`config.mk`:
```
export PLATFORM = sky130hd
export DESIGN_NAME = vga_timing_gen_flat
export DESIGN_NICKNAME = d
export VERILOG_FILES = /design/src/rtl/vga_pkg.sv /design/src/rtl/vga_timing_gen_if.sv /design/src/rtl/vga_axis_counter.sv /design/src/rtl/vga_timing_gen.sv /design/src/flat_wrapper.sv
export SDC_FILE = /design/constraint.sdc
export NUM_CORES = 1
export LEC_CHECK = 0
export ABC_CLOCK_PERIOD_IN_PS = 2290
export CORE_ASPECT_RATIO = 1.1
export CORE_MARGIN = 10
export CORE_UTILIZATION = 47
export CTS_CLUSTER_DIAMETER = 150
export DETAILED_ROUTE_END_ITERATION = 10
export PLACE_DENSITY = 0.75
export SLEW_MARGIN = 5
export SYNTH_ARGS = -nofsm -noshare
export SYNTH_HDL_FRONTEND = slang
export SYNTH_SLANG_ARGS = --single-unit
export TNS_END_PERCENT = 30
```
`constraint.sdc`:
```
create_clock -name clk -period 2.29 [get_ports clk]
set_input_delay 0.458 -clock clk [delete_from_list [all_inputs] [get_ports clk]]
set_output_delay 0.458 -clock clk [all_outputs]
set_load 0.01 [all_outputs]
```
`src/rtl/vga_pkg.sv`:
```
// rtl/vga_pkg.sv - shared VGA timing defaults, derived totals and coordinate type
package vga_pkg;

  typedef logic [9:0] coord_t;

  localparam int unsigned DEF_CLK_DIV   = 2;
  localparam int unsigned DEF_H_VISIBLE = 640;
  localparam int unsigned DEF_H_FRONT   = 16;
  localparam int unsigned DEF_H_SYNC    = 96;
  localparam int unsigned DEF_H_BACK    = 48;
  localparam int unsigned DEF_V_VISIBLE = 480;
  localparam int unsigned DEF_V_FRONT   = 10;
  localparam int unsigned DEF_V_SYNC    = 2;
  localparam int unsigned DEF_V_BACK    = 33;
  localparam bit          DEF_SYNC_NEG  = 1'b1;
  localparam int unsigned MAX_TOTAL     = 1024;

  function automatic int unsigned axis_total(input int unsigned vis, input int unsigned front,
                                             input int unsigned sync, input int unsigned back);
    return vis + front + sync + back;
  endfunction

  localparam int unsigned DEF_H_TOTAL =
    axis_total(DEF_H_VISIBLE, DEF_H_FRONT, DEF_H_SYNC, DEF_H_BACK);
  localparam int unsigned DEF_V_TOTAL =
    axis_total(DEF_V_VISIBLE, DEF_V_FRONT, DEF_V_SYNC, DEF_V_BACK);

endpackage

```
`src/rtl/vga_timing_gen_if.sv`:
```
// rtl/vga_timing_gen_if.sv - raster timing bundle from the generator to display consumers
interface vga_timing_gen_if;
  import vga_pkg::*;

  logic       pix_en;
  coord_t     h_readwire;
  coord_t     v_readwire;
  logic       hsync;
  logic       vsync;
  logic       display_active;
  logic       line_end;
  logic       frame_start;
  logic       vblank_start;
  logic [7:0] frame_count;

  modport master (
    output pix_en, h_readwire, v_readwire, hsync, vsync, display_active,
           line_end, frame_start, vblank_start, frame_count
  );

  modport slave (
    input pix_en, h_readwire, v_readwire, hsync, vsync, display_active,
          line_end, frame_start, vblank_start, frame_count
  );

endinterface

```
`src/rtl/vga_axis_counter.sv`:
```
// rtl/vga_axis_counter.sv - one raster axis: wrapping counter with registered sync/visible decode
module vga_axis_counter
  import vga_pkg::*;
#(
  parameter int unsigned TOTAL      = DEF_H_TOTAL,
  parameter int unsigned SYNC_START = DEF_H_VISIBLE + DEF_H_FRONT,
  parameter int unsigned SYNC_END   = DEF_H_VISIBLE + DEF_H_FRONT + DEF_H_SYNC,
  parameter int unsigned VISIBLE    = DEF_H_VISIBLE
) (
  input  logic   clk,
  input  logic   rst_n,
  input  logic   tick,
  output coord_t count,
  output coord_t count_next,
  output logic   wrap,
  output logic   sync_active,
  output logic   visible
);

  localparam coord_t LAST    = coord_t'(TOTAL - 1);
  localparam coord_t S_START = coord_t'(SYNC_START);
  localparam coord_t S_END   = coord_t'(SYNC_END);
  localparam coord_t VIS     = coord_t'(VISIBLE);

  coord_t count_q, count_d;
  logic   sync_q, sync_d;
  logic   visible_q, visible_d;

  // Decoding count_d keeps sync/visible aligned with the count they describe.
  always_comb begin
    count_d   = count_q;
    wrap      = 1'b0;
    if (tick) begin
      if (count_q == LAST) begin
        count_d = '0;
        wrap    = 1'b1;
      end else begin
        count_d = count_q + coord_t'(1);
      end
    end
    sync_d    = (count_d >= S_START) && (count_d < S_END);
    visible_d = (count_d < VIS);
  end

  always_ff @(posedge clk or negedge rst_n) begin
    if (!rst_n) begin
      count_q   <= '0;
      sync_q    <= 1'b0;
      visible_q <= 1'b0;
    end else begin
      count_q   <= count_d;
      sync_q    <= sync_d;
      visible_q <= visible_d;
    end
  end

  assign count       = count_q;
  assign count_next  = count_d;
  assign sync_active = sync_q;
  assign visible     = visible_q;

endmodule

```
`src/rtl/vga_timing_gen.sv`:
```
// rtl/vga_timing_gen.sv - VGA raster timing: pixel enable, h/v counters, syncs, strobes, frame count
module vga_timing_gen
  import vga_pkg::*;
#(
  parameter int unsigned CLK_DIV   = DEF_CLK_DIV,
  parameter int unsigned H_VISIBLE = DEF_H_VISIBLE,
  parameter int unsigned H_FRONT   = DEF_H_FRONT,
  parameter int unsigned H_SYNC    = DEF_H_SYNC,
  parameter int unsigned H_BACK    = DEF_H_BACK,
  parameter int unsigned V_VISIBLE = DEF_V_VISIBLE,
  parameter int unsigned V_FRONT   = DEF_V_FRONT,
  parameter int unsigned V_SYNC    = DEF_V_SYNC,
  parameter int unsigned V_BACK    = DEF_V_BACK,
  parameter bit          SYNC_NEG  = DEF_SYNC_NEG
) (
  input  logic              clk,
  input  logic              rst_n,
  vga_timing_gen_if.master  vif
);

  localparam int unsigned H_TOTAL = axis_total(H_VISIBLE, H_FRONT, H_SYNC, H_BACK);
  localparam int unsigned V_TOTAL = axis_total(V_VISIBLE, V_FRONT, V_SYNC, V_BACK);
  localparam logic [2:0]  DIV_LAST = 3'(CLK_DIV - 1);
  localparam coord_t      H_LAST   = coord_t'(H_TOTAL - 1);
  localparam coord_t      V_VIS_C  = coord_t'(V_VISIBLE);

  if (H_TOTAL > MAX_TOTAL || V_TOTAL > MAX_TOTAL || CLK_DIV < 1 || CLK_DIV > 8) begin : g_bad_timing
    $error("vga_timing_gen: totals must be <= 1024 and CLK_DIV within 1..8");
  end

  logic [2:0] div_q, div_d;
  logic       pix_en_q, pix_en_d;
  logic       line_end_q, line_end_d;
  logic       frame_start_q, frame_start_d;
  logic       vblank_start_q, vblank_start_d;
  logic [7:0] frame_count_q, frame_count_d;

  coord_t h_count, h_next, v_count, v_next;
  logic   h_wrap, v_wrap, h_sync, v_sync, h_vis, v_vis;

  vga_axis_counter #(
    .TOTAL      (H_TOTAL),
    .SYNC_START (H_VISIBLE + H_FRONT),
    .SYNC_END   (H_VISIBLE + H_FRONT + H_SYNC),
    .VISIBLE    (H_VISIBLE)
  ) u_h (
    .clk (clk), .rst_n (rst_n), .tick (pix_en_q),
    .count (h_count), .count_next (h_next), .wrap (h_wrap),
    .sync_active (h_sync), .visible (h_vis)
  );

  vga_axis_counter #(
    .TOTAL      (V_TOTAL),
    .SYNC_START (V_VISIBLE + V_FRONT),
    .SYNC_END   (V_VISIBLE + V_FRONT + V_SYNC),
    .VISIBLE    (V_VISIBLE)
  ) u_v (
    .clk (clk), .rst_n (rst_n), .tick (h_wrap),
    .count (v_count), .count_next (v_next), .wrap (v_wrap),
    .sync_active (v_sync), .visible (v_vis)
  );

  // pix_en_d is next cycle's enable, so strobes register alongside the counters they decode.
  always_comb begin
    div_d          = (div_q == DIV_LAST) ? 3'd0 : div_q + 3'd1;
    pix_en_d       = (div_q == DIV_LAST);
    line_end_d     = pix_en_d && (h_next == H_LAST);
    frame_start_d  = pix_en_d && (h_next == '0) && (v_next == '0);
    vblank_start_d = pix_en_d && (h_next == '0) && (v_next == V_VIS_C);
    frame_count_d  = frame_count_q + {7'd0, v_wrap};
  end

  always_ff @(posedge clk or negedge rst_n) begin
    if (!rst_n) begin
      div_q          <= 3'd0;
      pix_en_q       <= 1'b0;
      line_end_q     <= 1'b0;
      frame_start_q  <= 1'b0;
      vblank_start_q <= 1'b0;
      frame_count_q  <= 8'd0;
    end else begin
      div_q          <= div_d;
      pix_en_q       <= pix_en_d;
      line_end_q     <= line_end_d;
      frame_start_q  <= frame_start_d;
      vblank_start_q <= vblank_start_d;
      frame_count_q  <= frame_count_d;
    end
  end

  assign vif.pix_en         = pix_en_q;
  assign vif.h_readwire     = h_count;
  assign vif.v_readwire     = v_count;
  assign vif.hsync          = h_sync ^ SYNC_NEG;
  assign vif.vsync          = v_sync ^ SYNC_NEG;
  assign vif.display_active = h_vis & v_vis;
  assign vif.line_end       = line_end_q;
  assign vif.frame_start    = frame_start_q;
  assign vif.vblank_start   = vblank_start_q;
  assign vif.frame_count    = frame_count_q;

endmodule

```
`src/flat_wrapper.sv`:
```
// flat-port wrapper written by rule: the top's interface ports become plain ports
module vga_timing_gen_flat import vga_pkg::*;
#(
  parameter int unsigned CLK_DIV   = DEF_CLK_DIV,
  parameter int unsigned H_VISIBLE = DEF_H_VISIBLE,
  parameter int unsigned H_FRONT   = DEF_H_FRONT,
  parameter int unsigned H_SYNC    = DEF_H_SYNC,
  parameter int unsigned H_BACK    = DEF_H_BACK,
  parameter int unsigned V_VISIBLE = DEF_V_VISIBLE,
  parameter int unsigned V_FRONT   = DEF_V_FRONT,
  parameter int unsigned V_SYNC    = DEF_V_SYNC,
  parameter int unsigned V_BACK    = DEF_V_BACK,
  parameter bit          SYNC_NEG  = DEF_SYNC_NEG
)
  (clk, rst_n, vif_pix_en, vif_h_readwire, vif_v_readwire, vif_hsync, vif_vsync, vif_display_active, vif_line_end, vif_frame_start, vif_vblank_start, vif_frame_count);
  vga_timing_gen_if vif_i ();
  input  logic clk;
  input  logic rst_n;
  output wire logic [$bits(vif_i.pix_en)-1:0] vif_pix_en;
  output wire logic [$bits(vif_i.h_readwire)-1:0] vif_h_readwire;
  output wire logic [$bits(vif_i.v_readwire)-1:0] vif_v_readwire;
  output wire logic [$bits(vif_i.hsync)-1:0] vif_hsync;
  output wire logic [$bits(vif_i.vsync)-1:0] vif_vsync;
  output wire logic [$bits(vif_i.display_active)-1:0] vif_display_active;
  output wire logic [$bits(vif_i.line_end)-1:0] vif_line_end;
  output wire logic [$bits(vif_i.frame_start)-1:0] vif_frame_start;
  output wire logic [$bits(vif_i.vblank_start)-1:0] vif_vblank_start;
  output wire logic [$bits(vif_i.frame_count)-1:0] vif_frame_count;
  assign vif_pix_en = vif_i.pix_en;
  assign vif_h_readwire = vif_i.h_readwire;
  assign vif_v_readwire = vif_i.v_readwire;
  assign vif_hsync = vif_i.hsync;
  assign vif_vsync = vif_i.vsync;
  assign vif_display_active = vif_i.display_active;
  assign vif_line_end = vif_i.line_end;
  assign vif_frame_start = vif_i.frame_start;
  assign vif_vblank_start = vif_i.vblank_start;
  assign vif_frame_count = vif_i.frame_count;
  vga_timing_gen #(.CLK_DIV(CLK_DIV), .H_VISIBLE(H_VISIBLE), .H_FRONT(H_FRONT), .H_SYNC(H_SYNC), .H_BACK(H_BACK), .V_VISIBLE(V_VISIBLE), .V_FRONT(V_FRONT), .V_SYNC(V_SYNC), .V_BACK(V_BACK), .SYNC_NEG(SYNC_NEG)) u_core (.clk(clk), .rst_n(rst_n), .vif(vif_i));
endmodule
```
==> impl_metrics.csv <==
group,metric,value,unit
grt,grt.total_usage,15.0,%
clock_tree,clockBufferDepth,2,
finish,nets,274,
synth,synth_common_cells,"dfrtp_1 (39), nand2_1 (16), inv_1 (13), nand4_1 (12), xnor2_1 (12)",
clock_tree,clk_pin_slew,80,ps
power_and_ir_drop,p_leak,1.24,nW
floorplanning,ios,37,
clock_tree,clock-sinks,39,
finish,area_growth,39.1,%
job,maxCapViolCount,0,
placement,dp_slack,8.89,ps
floorplanning,fp-row-count,24,
sta,final_max_slew_viol_count,0,
finish,multi_input_comb_area,991,um^2
worst_setup_path,startpoint_type,"flop",
floorplanning,die_area,0.00731,mm^2
clock_tree,clk-insertion-delay-late,290,ps
sta,slew_headroom,68.1,%
detailed_routing,drtIter0Drc,105,
clock_tree,cts_tree,"yes",
detailed_routing,wl_per_cell,16.6,um
worst_setup_path,worstPathArrival,2490,ps
finish,seqCellArea,977,um^2
floorplanning,die_h,88.7,um
worst_setup_path,cp-end-kind,"flop",
finish,diodes,0,
synth,synth.avg_cell_area,10.3,um^2
sta,hold_viol,0,
synth,synth_seq_area_share,48.4,%
sta,final-setup-viol-count,0,
placement,finalWeightedCongestion,0.930,
synth,synth_area,0.00202,mm^2
power_and_ir_drop,peakVddDrop,449,uV
finish,final_area,0.00281,mm^2
grt,grt_overflow,0,
run_status,outcome,"finished clean",
sta,worst_pin_slew,478,ps
floorplanning,fp.coreArea,0.00405,mm^2
sta,fmax,0.438,GHz
detailed_routing,drtPass1Iterations,4,
synth,synth-seq-cells,39,
worst_setup_path,required,2490,ps
synth,synth_edf_count,0,
sta,period_minus_slack,2280,ps
synth,yosys.cell_types.count,51,
synth,async_flop_share,100,%
finish,drive_gt1_share,23.1,%
detailed_routing,antenna_left,0,
synth,synth_area_leaders,"dfrtp_1 (48%), xnor2_1 (5.2%), nand4_1 (3.7%), ha_1 (3.1%), nand2_1 (3.0%)",
placement,post_dp_cell_area,0.00265,mm^2
synth,yosysTopAreaCellShare,48.4,%
sta,tns,0,ps
grt,grt_pass1_wl,8500,um
synth,synth_top_cell_by_area,"dfrtp_1",
clock_tree,cts-buffers-inserted,5,
placement,dpl.hpwl,4190,um
placement,port_buffers,36,
synth,synthMostInstantiatedCell,"dfrtp_1",
clock_tree,clockRootBuffer,"clkbuf_8",
worst_setup_path,path_max_fanout,4,
sta,post-route-period-util,99.6,%
synth,synthFlopType,"dfrtp_1",
detailed_routing,via_count,1842,
sta,setup_slack,8.80,ps
floorplanning,die_w,82.5,um
synth,syn_nets,202,
synth,ys_warn_count,0,
detailed_routing,via_per_inst,5.76,
grt,grt_max_degree,23,
detailed_routing,drc,0,
floorplanning,start_util,49.8,%
power_and_ir_drop,p_per_area,427,mW/mm^2
finish,fill_cells,307,
synth,synth_cells,195,
worst_setup_path,path_class,"reg -> reg",
min_path,hold_class,"in -> async",
grt,grt_pass1_vias,1798,
sta,skew,6.71,ps
sta,rsz0062_at_grt,"yes",
clock_tree,htreeDepth,2,
grt,antenna_found_initial,0,
finish,postLayoutCoreUtil,69.2,%
detailed_routing,totalWireLength,5300,um
sequential cells by signal, summed over array words and instances, names as in the netlist:
register and count:
u_core.u_h.sync_active 1, u_core.vif.frame_count 8, u_core.u_h.visible 1, u_core.vif.pix_en 1
u_core.u_h.count 10, u_core.vif.frame_start 1, u_core.vif.line_end 1, u_core.u_v.visible 1
u_core.vif.vblank_start 1, u_core.u_v.sync_active 1, u_core.u_v.count 10, u_core.div_q 3
cell usage in the layout, fill, tap and decap left out, types with 2 or more instances in the layout:
| cell type | instances |
|---|---|
| and2_1 | 3 |
| and3_1 | 7 |
| o21ai_0 | 7 |
| xor2_1 | 6 |
| ha_1 | 4 |
| nor2_1 | 8 |
| buf_4 | 36 |
| nand3_1 | 10 |
| nor3_1 | 6 |
| o211ai_1 | 3 |
| a311oi_1 | 2 |
| dfrtp_1 | 38 |
| and4_1 | 3 |
| and4bb_2 | 2 |
| clkdlybuf4s50_1 | 35 |
| nor2b_1 | 2 |
| inv_1 | 13 |
| nand4_1 | 12 |
| xnor2_1 | 11 |
| clkbuf_8 | 6 |
| nand2_1 | 16 |
| nor4_1 | 2 |
logic make-up after synthesis:
group / after synthesis / synth area share, %
and+or+nand+nor: 87 / 26.3
DFF: 39 / 48.4
AOI/OAI and AO/OA: 26 / 9.43
buffers and inverters: 20 / 4.96
xor gates and xnor gates: 18 / 7.82
adders and majority gates: 5 / 3.10
layout make-up:
cell class | count | area share (%)
tap | 52 | 2.32
multi-input combinational | 136 | 35.3
inverter | 13 | 1.74
sequential | 39 | 34.8
clock inverter | 2 | 0.580
clock buffer | 6 | 2.94
timing repair buffer | 72 | 22.3
critical path, stage by stage, from the launching register on:
cell       delay [ps]
dfrtp_1           400
ha_4              170
nand4b_1          140
nor4_4            270
o2bb2ai_2         120
or4b_4            550
a2111o_1          310
nor4_2            230
path summary, 6_finish.rpt:
kind / slack [ps] / depth (start not counted) / start / endpoint
worst max-delay path: 9 / 7 / u_core.u_h.count[1]$_DFF_PN0_ / u_core.vif.frame_start$_DFF_PN0_
worst min-delay path: 110 / 1 / rst_n / u_core.vif.frame_count[1]$_DFF_PN0_
worst max register to register: 9 / 7 / u_core.u_h.count[1]$_DFF_PN0_ / u_core.vif.frame_start$_DFF_PN0_
worst min register to register: 490 / 1 / u_core.vif.frame_count[7]$_DFF_PN0_ / u_core.vif.frame_count[7]$_DFF_PN0_
max in group asynchronous: 1640 / 2 / rst_n / u_core.u_h.count[4]$_DFF_PN0_
min in group clk: 490 / 1 / u_core.vif.frame_count[7]$_DFF_PN0_ / u_core.vif.frame_count[7]$_DFF_PN0_
where the power goes:
group | internal, W | total (W) | leakage, nW | switching (W)
registers | 0.000688 | 0.000688 | 0.519 | 0
clock network | 0.000246 | 0.000495 | 0.0474 | 0.000249
logic | 0.00000282 | 0.0000162 | 0.677 | 0.0000134
what timing repair did:
action,CTS,global route
hold buffers,0,0
buffers inserted,0,2
setup endpoints to repair,1,7
gates resized for setup,1,8
per-stage QoR:
| step | power, W | hold slack (ps) | std cells |
|---|---|---|---|
| 5_1_grt | 0.00125 | 140 | 320 |
| 6_report | 0.00120 | 112 | 320 |
| 4_1_cts | 0.00121 | 123 | 318 |
| 3_3_place_gp | 0.000719 | 432 | 310 |
| 3_5_place_dp | 0.000719 | 445 | 310 |
| 2_1_floorplan | 0.000702 | 162 | 195 |
per-layer routing:
layer  up-vias  GRT usage (%)  part of all wire [%]
li1        857              -                     -
met1       883           16.7                    40
met5         -              0                     0
met4         0           6.35                   2.6
met3        16           4.97                   8.3
met2        86           25.5                    49
Power figures use the tool's default switching activity.
